<file path="config.mk">
export PLATFORM = sky130hd
export DESIGN_NAME = bip_alu_datapath_flat
export DESIGN_NICKNAME = d
export VERILOG_FILES = /design/src/rtl/bip_alu_datapath_if.sv /design/src/rtl/bip_alu_datapath.sv /design/src/flat_wrapper.sv
export SDC_FILE = /design/constraint.sdc
export NUM_CORES = 1
export LEC_CHECK = 0
export ABC_AREA = 1
export CAP_MARGIN = 30
export CORE_MARGIN = 5
export CORE_UTILIZATION = 35
export DETAILED_ROUTE_END_ITERATION = 8
export HOLD_SLACK_MARGIN = 0.03
export PLACE_DENSITY = 0.57
export SLEW_MARGIN = 5
export SYNTH_ARGS = -nofsm -noshare
export SYNTH_HDL_FRONTEND = slang
export SYNTH_SLANG_ARGS = --single-unit
</file>
<file path="constraint.sdc">
create_clock -name i_clock -period 5.22 [get_ports i_clock]
set_clock_uncertainty 0.15 [all_clocks]
set_input_delay 1.044 -clock i_clock [delete_from_list [all_inputs] [get_ports i_clock]]
set_output_delay 1.044 -clock i_clock [all_outputs]
set_load 0.01 [all_outputs]
</file>
<file path="src/rtl/bip_alu_datapath_if.sv">
// Control-unit / data-memory bundle for bip_alu_datapath (selects, opcode, operand, memory data in; accumulator, flags, multiplier handshake out).
// Latency: none; wires only.
// Backpressure: no ready path; o_busy tells the control unit that the datapath is ignoring its inputs.
interface bip_alu_datapath_if #(
    parameter int NB_DATA    = 16,
    parameter int NB_OPERAND = 11,
    parameter int NB_ALU_OP  = 3
);
    logic                  i_valid;
    logic [NB_OPERAND-1:0] i_operand;
    logic [NB_DATA-1:0]    i_data_mem;
    logic [1:0]            i_sel_a;
    logic                  i_sel_b;
    logic                  i_wr_acc;
    logic [NB_ALU_OP-1:0]  i_alu_op;
    logic [NB_DATA-1:0]    o_data;
    logic                  o_zero;
    logic                  o_neg;
    logic                  o_carry;
    logic                  o_busy;
    logic                  o_done;

    // Control unit and data memory side
    modport master (
        output i_valid, i_operand, i_data_mem, i_sel_a, i_sel_b, i_wr_acc, i_alu_op,
        input  o_data, o_zero, o_neg, o_carry, o_busy, o_done
    );

    // Datapath side
    modport slave (
        input  i_valid, i_operand, i_data_mem, i_sel_a, i_sel_b, i_wr_acc, i_alu_op,
        output o_data, o_zero, o_neg, o_carry, o_busy, o_done
    );
endinterface

</file>
<file path="src/rtl/bip_alu_datapath.sv">
// BIP accumulator datapath: sign-extended immediate, mem/imm operand select, 8-op ALU, Z/N/C flags, optional MUL.
// Latency: loads and single-cycle ALU ops land at the next edge; MUL writes after NB_DATA busy cycles (o_done pulse).
// Backpressure: while o_busy is high all control inputs are ignored. Define BIP_DP_MUL_EN to build the multiplier.
module bip_alu_datapath #(
    parameter int NB_DATA    = 16,
    parameter int NB_OPERAND = 11,
    parameter int NB_ALU_OP  = 3
) (
    input  logic              i_clock,
    input  logic              i_reset,
    bip_alu_datapath_if.slave bus
);

    localparam logic [NB_ALU_OP-1:0] OP_ADD  = NB_ALU_OP'(0);
    localparam logic [NB_ALU_OP-1:0] OP_SUB  = NB_ALU_OP'(1);
    localparam logic [NB_ALU_OP-1:0] OP_AND  = NB_ALU_OP'(2);
    localparam logic [NB_ALU_OP-1:0] OP_OR   = NB_ALU_OP'(3);
    localparam logic [NB_ALU_OP-1:0] OP_XOR  = NB_ALU_OP'(4);
    localparam logic [NB_ALU_OP-1:0] OP_SHL1 = NB_ALU_OP'(5);
    localparam logic [NB_ALU_OP-1:0] OP_SRA1 = NB_ALU_OP'(6);

    // Architectural state
    logic [NB_DATA-1:0] acc_q, acc_d;
    logic               z_q, z_d;
    logic               n_q, n_d;
    logic               c_q, c_d;

    // Operand path and ALU results
    logic [NB_DATA-1:0] ext;
    logic [NB_DATA-1:0] b_opnd;
    logic [NB_DATA:0]   add_w;
    logic [NB_DATA:0]   sub_w;
    logic [NB_DATA-1:0] alu_res;
    logic               alu_c;
    logic               alu_wr;
    logic               busy;
    logic               wr_cond;
    logic               upd_zn;

`ifdef BIP_DP_MUL_EN
    localparam int                CNT_W    = $clog2(NB_DATA);
    localparam logic [CNT_W-1:0]  LAST_CNT = CNT_W'(NB_DATA - 1);

    typedef enum logic {
        ST_IDLE,
        ST_MUL
    } state_t;

    state_t               state_q, state_d;
    logic [2*NB_DATA-1:0] mcand_q, mcand_d;
    logic [NB_DATA-1:0]   mplier_q, mplier_d;
    logic [2*NB_DATA-1:0] prod_q, prod_d;
    logic [CNT_W-1:0]     cnt_q, cnt_d;
    logic                 done_q, done_d;

    assign busy = (state_q == ST_MUL);
`else
    assign busy = 1'b0;
`endif

    // Sign-extend the immediate field from its top bit
    always_comb begin
        ext                   = {NB_DATA{bus.i_operand[NB_OPERAND-1]}};
        ext[NB_OPERAND-1:0]   = bus.i_operand;
    end

    assign b_opnd  = bus.i_sel_b ? ext : bus.i_data_mem;
    assign add_w   = {1'b0, acc_q} + {1'b0, b_opnd};
    // Top bit of the widened difference is set exactly when acc < B (unsigned borrow)
    assign sub_w   = {1'b0, acc_q} - {1'b0, b_opnd};
    assign wr_cond = bus.i_valid & bus.i_wr_acc & ~busy & (bus.i_sel_a != 2'b11);

    // Single-cycle ALU: result, carry, and whether the op writes this cycle (MUL does not)
    always_comb begin
        alu_res = acc_q;
        alu_c   = c_q;
        alu_wr  = 1'b1;
        case (bus.i_alu_op)
            OP_ADD: begin
                alu_res = add_w[NB_DATA-1:0];
                alu_c   = add_w[NB_DATA];
            end
            OP_SUB: begin
                alu_res = sub_w[NB_DATA-1:0];
                alu_c   = sub_w[NB_DATA];
            end
            OP_AND:  alu_res = acc_q & b_opnd;
            OP_OR:   alu_res = acc_q | b_opnd;
            OP_XOR:  alu_res = acc_q ^ b_opnd;
            OP_SHL1: begin
                alu_res = {acc_q[NB_DATA-2:0], 1'b0};
                alu_c   = acc_q[NB_DATA-1];
            end
            OP_SRA1: begin
                alu_res = {acc_q[NB_DATA-1], acc_q[NB_DATA-1:1]};
                alu_c   = acc_q[0];
            end
            default: alu_wr = 1'b0;
        endcase
    end

    // Next-state: accumulator/flag writes, multiplier accept and shift-add iteration
    always_comb begin
        acc_d  = acc_q;
        z_d    = z_q;
        n_d    = n_q;
        c_d    = c_q;
        upd_zn = 1'b0;
`ifdef BIP_DP_MUL_EN
        state_d  = state_q;
        mcand_d  = mcand_q;
        mplier_d = mplier_q;
        prod_d   = prod_q;
        cnt_d    = cnt_q;
        done_d   = 1'b0;
`endif
        if (wr_cond) begin
            case (bus.i_sel_a)
                2'b00: begin
                    acc_d  = bus.i_data_mem;
                    upd_zn = 1'b1;
                end
                2'b01: begin
                    acc_d  = ext;
                    upd_zn = 1'b1;
                end
                default: begin
                    // sel_a = 10; 11 never reaches here because wr_cond excludes it
                    if (alu_wr) begin
                        acc_d  = alu_res;
                        c_d    = alu_c;
                        upd_zn = 1'b1;
                    end
`ifdef BIP_DP_MUL_EN
                    else begin
                        // Operands latched unsigned; acc and flags keep their value until the last iteration
                        state_d  = ST_MUL;
                        mcand_d  = {{NB_DATA{1'b0}}, acc_q};
                        mplier_d = b_opnd;
                        prod_d   = '0;
                        cnt_d    = '0;
                    end
`endif
                end
            endcase
        end
`ifdef BIP_DP_MUL_EN
        if (state_q == ST_MUL) begin
            prod_d   = mplier_q[0] ? (prod_q + mcand_q) : prod_q;
            mcand_d  = {mcand_q[2*NB_DATA-2:0], 1'b0};
            mplier_d = {1'b0, mplier_q[NB_DATA-1:1]};
            cnt_d    = cnt_q + CNT_W'(1);
            if (cnt_q == LAST_CNT) begin
                acc_d   = prod_d[NB_DATA-1:0];
                c_d     = |prod_d[2*NB_DATA-1:NB_DATA];
                upd_zn  = 1'b1;
                done_d  = 1'b1;
                state_d = ST_IDLE;
            end
        end
`endif
        if (upd_zn) begin
            z_d = (acc_d == '0);
            n_d = acc_d[NB_DATA-1];
        end
    end

    // Accumulator and status flag registers
    always_ff @(posedge i_clock or negedge i_reset) begin
        if (!i_reset) begin
            acc_q <= '0;
            z_q   <= 1'b0;
            n_q   <= 1'b0;
            c_q   <= 1'b0;
        end else begin
            acc_q <= acc_d;
            z_q   <= z_d;
            n_q   <= n_d;
            c_q   <= c_d;
        end
    end

`ifdef BIP_DP_MUL_EN
    // Multiplier FSM state register; reset aborts any multiply in flight
    always_ff @(posedge i_clock or negedge i_reset) begin
        if (!i_reset) begin
            state_q <= ST_IDLE;
        end else begin
            state_q <= state_d;
        end
    end

    // Multiplier working registers and the one-cycle done pulse
    always_ff @(posedge i_clock or negedge i_reset) begin
        if (!i_reset) begin
            mcand_q  <= '0;
            mplier_q <= '0;
            prod_q   <= '0;
            cnt_q    <= '0;
            done_q   <= 1'b0;
        end else begin
            mcand_q  <= mcand_d;
            mplier_q <= mplier_d;
            prod_q   <= prod_d;
            cnt_q    <= cnt_d;
            done_q   <= done_d;
        end
    end

    assign bus.o_done = done_q;
`else
    assign bus.o_done = 1'b0;
`endif

    assign bus.o_data  = acc_q;
    assign bus.o_zero  = z_q;
    assign bus.o_neg   = n_q;
    assign bus.o_carry = c_q;
    assign bus.o_busy  = busy;

endmodule
</file>
<file path="src/flat_wrapper.sv">
// flat-port wrapper written by rule: the top's interface ports become plain ports
module bip_alu_datapath_flat 
#(
    parameter int NB_DATA    = 16,
    parameter int NB_OPERAND = 11,
    parameter int NB_ALU_OP  = 3
)
  (i_clock, i_reset, bus_i_valid, bus_i_operand, bus_i_data_mem, bus_i_sel_a, bus_i_sel_b, bus_i_wr_acc, bus_i_alu_op, bus_o_data, bus_o_zero, bus_o_neg, bus_o_carry, bus_o_busy, bus_o_done);
  bip_alu_datapath_if #(.NB_DATA(NB_DATA), .NB_OPERAND(NB_OPERAND), .NB_ALU_OP(NB_ALU_OP)) bus_i ();
  input  logic i_clock;
  input  logic i_reset;
  input wire logic [$bits(bus_i.i_valid)-1:0] bus_i_valid;
  input wire logic [$bits(bus_i.i_operand)-1:0] bus_i_operand;
  input wire logic [$bits(bus_i.i_data_mem)-1:0] bus_i_data_mem;
  input wire logic [$bits(bus_i.i_sel_a)-1:0] bus_i_sel_a;
  input wire logic [$bits(bus_i.i_sel_b)-1:0] bus_i_sel_b;
  input wire logic [$bits(bus_i.i_wr_acc)-1:0] bus_i_wr_acc;
  input wire logic [$bits(bus_i.i_alu_op)-1:0] bus_i_alu_op;
  output wire logic [$bits(bus_i.o_data)-1:0] bus_o_data;
  output wire logic [$bits(bus_i.o_zero)-1:0] bus_o_zero;
  output wire logic [$bits(bus_i.o_neg)-1:0] bus_o_neg;
  output wire logic [$bits(bus_i.o_carry)-1:0] bus_o_carry;
  output wire logic [$bits(bus_i.o_busy)-1:0] bus_o_busy;
  output wire logic [$bits(bus_i.o_done)-1:0] bus_o_done;
  assign bus_i.i_valid = bus_i_valid;
  assign bus_i.i_operand = bus_i_operand;
  assign bus_i.i_data_mem = bus_i_data_mem;
  assign bus_i.i_sel_a = bus_i_sel_a;
  assign bus_i.i_sel_b = bus_i_sel_b;
  assign bus_i.i_wr_acc = bus_i_wr_acc;
  assign bus_i.i_alu_op = bus_i_alu_op;
  assign bus_o_data = bus_i.o_data;
  assign bus_o_zero = bus_i.o_zero;
  assign bus_o_neg = bus_i.o_neg;
  assign bus_o_carry = bus_i.o_carry;
  assign bus_o_busy = bus_i.o_busy;
  assign bus_o_done = bus_i.o_done;
  bip_alu_datapath #(.NB_DATA(NB_DATA), .NB_OPERAND(NB_OPERAND), .NB_ALU_OP(NB_ALU_OP)) u_core (.i_clock(i_clock), .i_reset(i_reset), .bus(bus_i));
endmodule
</file>
==> flow_summary.toml <==
[synthesis]
ys_ff_latch = 19
syn_area_per_cell_um2 = 5.848
synth-xor-area-share = 0.003911
synthSimpleGateAreaFrac = 0.4162
synth_compound_area_frac = 0.1503
synth_area_leaders = "nand2_1, ha_1, dfrtp_1"
syn_area_mm2 = 0.004479
synth_top_area_cell = "nand2_1"
netlist_instances = 766
synth-async-reset-ratio = 1.000
seq_area_frac_synth = 0.1061
yosysWarnings = 0
synth_top_family_by_area = "simple AND/OR/NAND/NOR gates"
synthMuxAreaShare = 0
synth_fa_ha_area_frac = 0.1765
synth-edff-count = 0
synth_top_area_share = 0.1852
synth_cell_types = 41
synth_ff_type = "dfrtp_1"

[clock_network]
numCtsBuffers = 3
postCtsSetupBuffers = 0
cts_htree_levels = 1
cts-root-buf = "clkbuf_16"
cts.sinks = 19
cts_hold_buffers = 0
clk_pin_slew_worst_paths_ns = 0.06
clock_latency_ns = 0.26
tritoncts = "built"
cts-resized-gates = 0
cts.path.max_buffers = 2

[sta]
tightest_slew_ns = 0.8991
finalHoldViolCount = 0
fin_crit_sh = 0.8528
setup_violations = 0
finalSetupTns_ns = 0
max_freq_mhz = 224.6
holdWs_ns = 0.3491
max_slew_margin = 0.3999
setup_ws_ns = 0.7686
rsz0062_at_grt = "false"
fin_crit_ns = 4.451
slew_violations = 0

[critical_path]
ff2ff_setup_slack_ns = 2.02
start_kind = "input port"
worstSetupEndpointType = "flip-flop"
crit-reg2reg-launch = "u_core.bus.o_data[0]"
required_ns = 5.27
crit_type = "input port to flip-flop"
cp-endpoint = "u_core.bus.o_zero"
rr_worst_depth = 16
crit_fanout = 19
arrival_ns = 4.51
cp-startpoint = "bus_i_sel_b"
r2r_end = "u_core.bus.o_zero"

[pwr]
p_per_area_mw_per_mm2 = 272.6
ir_drop_mv = 0.1235
p_leak_nw = 2.775

[flow_run]
maxCapViolCount = 0

[route]
viasPerCell = 5.349
wl_per_cell_um = 18.02
remaining_drc_errors = 0
firstDrtPassIters = 6
drtIter0Drc = 467
vias = 5279
wirelength_um = 17780
postRouteAntennaNets = 0

[floorplanning]
io_pins = 58
rows = 41
dieArea_mm2 = 0.01516
start_util = 0.3564
die_y_um = 123.1
dieWidth_um = 123.1
design.core.area_mm2 = 0.01257

[final_layout]
drive_gt1_frac = 0.07485
antenna_cells = 0
syn_to_final_growth_pct = 17.74
final_util = 0.4196
layout.nets = 915
final_cell_area_mm2 = 0.005274

[hold_path]
whs_path_depth = 2
hold_class = "flip-flop to flip-flop"

[status]
status = "finished clean"

[placement]
dp.final_hpwl_um = 14370
routabilityCongestion = 0.9194
placed_area_mm2 = 0.005195
portBuffers = 55
dpl_worst_slack_ns = 0.5907

[grt]
grt_pass1_wl_um = 27650
grt_util_all_layers = 0.2368
grt-ovfl-total = 0
antenna_found_initial = 0
grt_pass1_vias = 5070
grt_max_degree = 20
==> layout by cell type, fill, tap and decap left out, types with 2 or more instances in the layout <==
cell / synthesis / routed
and2_1: 2 / 2
a221oi_1: 2 / 2
ha_1: 60 / 60
a21oi_2: 6 / 6
nand2_2: 8 / 8
o21ai_1: 5 / 5
nand3b_1: 7 / 7
fa_1: 2 / 2
a211oi_1: 5 / 5
inv_2: 12 / 12
nor3_2: 2 / 2
nand2_1: 221 / 221
clkdlybuf4s50_1: 0 / 55
a21oi_1: 37 / 37
inv_4: 2 / 2
o22ai_1: 17 / 17
dfrtp_1: 19 / 19
o21bai_1: 2 / 2
nand3_4: 4 / 4
nor2_1: 51 / 51
nand3_2: 2 / 2
xor2_1: 2 / 2
nand3_1: 83 / 83
inv_1: 118 / 118
or2_2: 4 / 4
o21ai_0: 37 / 37
o221ai_1: 2 / 2
nor2_2: 5 / 5
conb_1: 1 / 2
nor3_1: 6 / 6
nand4_1: 15 / 15
buf_4: 5 / 8
clkbuf_16: 0 / 3
==> how the worst min path moves through the flow <==
stage | startpoint | to
after floorplan | u_core.bus.o_zero | u_core.bus.o_zero
after global placement | u_core.bus.o_carry | u_core.bus.o_carry
after detailed placement | u_core.bus.o_zero | u_core.bus.o_zero
after CTS | u_core.bus.o_zero | u_core.bus.o_zero
after global routing | u_core.bus.o_carry | u_core.bus.o_carry
final | u_core.bus.o_zero | u_core.bus.o_zero
==> cell usage after synthesis (8+ instances only) <==
cell     number
o21ai_0      37
nand4_1      15
o22ai_1      17
dfrtp_1      19
a21oi_1      37
inv_2        12
nand2_2       8
nor2_1       51
buf_2         8
nand3_1      83
nand2_1     221
ha_1         60
inv_1       118
==> layout make-up <==
type                       instances  area [um^2]
multi-input combinational        594         3353
inverter                         134        513.0
tap                              172        215.2
sequential                        19        475.5
fill                            1361         7295
clock buffer                       4        78.83
timing repair buffer              64        638.1
==> kinds of logic after synthesis <==
| kind of cell | after synthesis |
|---|---|
| adder cells (fa/ha/maj) | 62 |
| XOR/XNOR | 2 |
| AO/OA/AOI/OAI | 116 |
| buffers and inverters | 154 |
| AND/OR/NAND/NOR | 412 |
| flip-flops | 19 |
| other | 1 |
==> layer usage <==
layer,vias to the layer above,part of all wire,track usage
met5,-,0,0
met4,0,0.032,0.08581
met3,51,0.069,0.01693
met2,252,0.44,0.3738
met1,2412,0.46,0.3387
li1,2564,-,-
==> per-stage QoR <==
stage          total power [mW]  cells
3_3_place_gp              1.236    982
2_1_floorplan            0.9000    767
3_5_place_dp              1.241    983
4_1_cts                   1.418    987
6_report                  1.438    987
5_1_grt                   1.552    987
==> flip-flops by register name, summed over array words and instances, names as in the netlist <==
| signal | count |
|---|---|
| u_core.bus.o_carry | 1 |
| u_core.bus.o_zero | 1 |
| u_core.bus.o_data | 16 |
| u_core.bus.o_neg | 1 |
==> power breakdown <==
group | switching (mW) | leakage [nW] | internal [mW]
sequential | 0.0546 | 0.236 | 0.179
clock | 0.0674 | 0.0382 | 0.105
combinational | 0.669 | 2.50 | 0.363
==> worst max-delay path: stages <==
cell and delay [ns]:
clkdlybuf4s50_1 0.47, buf_4 0.20, o21ai_0 0.16, inv_1 0.11
ha_1 0.20, inv_1 0.07, fa_1 0.47, inv_1 0.18
nand3_1 0.12, nand2_1 0.19, nand2_1 0.08, nand3_1 0.08
nand3_1 0.14, a21oi_1 0.24, nand3_1 0.18, nor2_1 0.20
nand3_1 0.09, nor2_1 0.10, nand3_1 0.08, nand2_1 0.08
No activity file was read; power rests on OpenSTA's default activity.
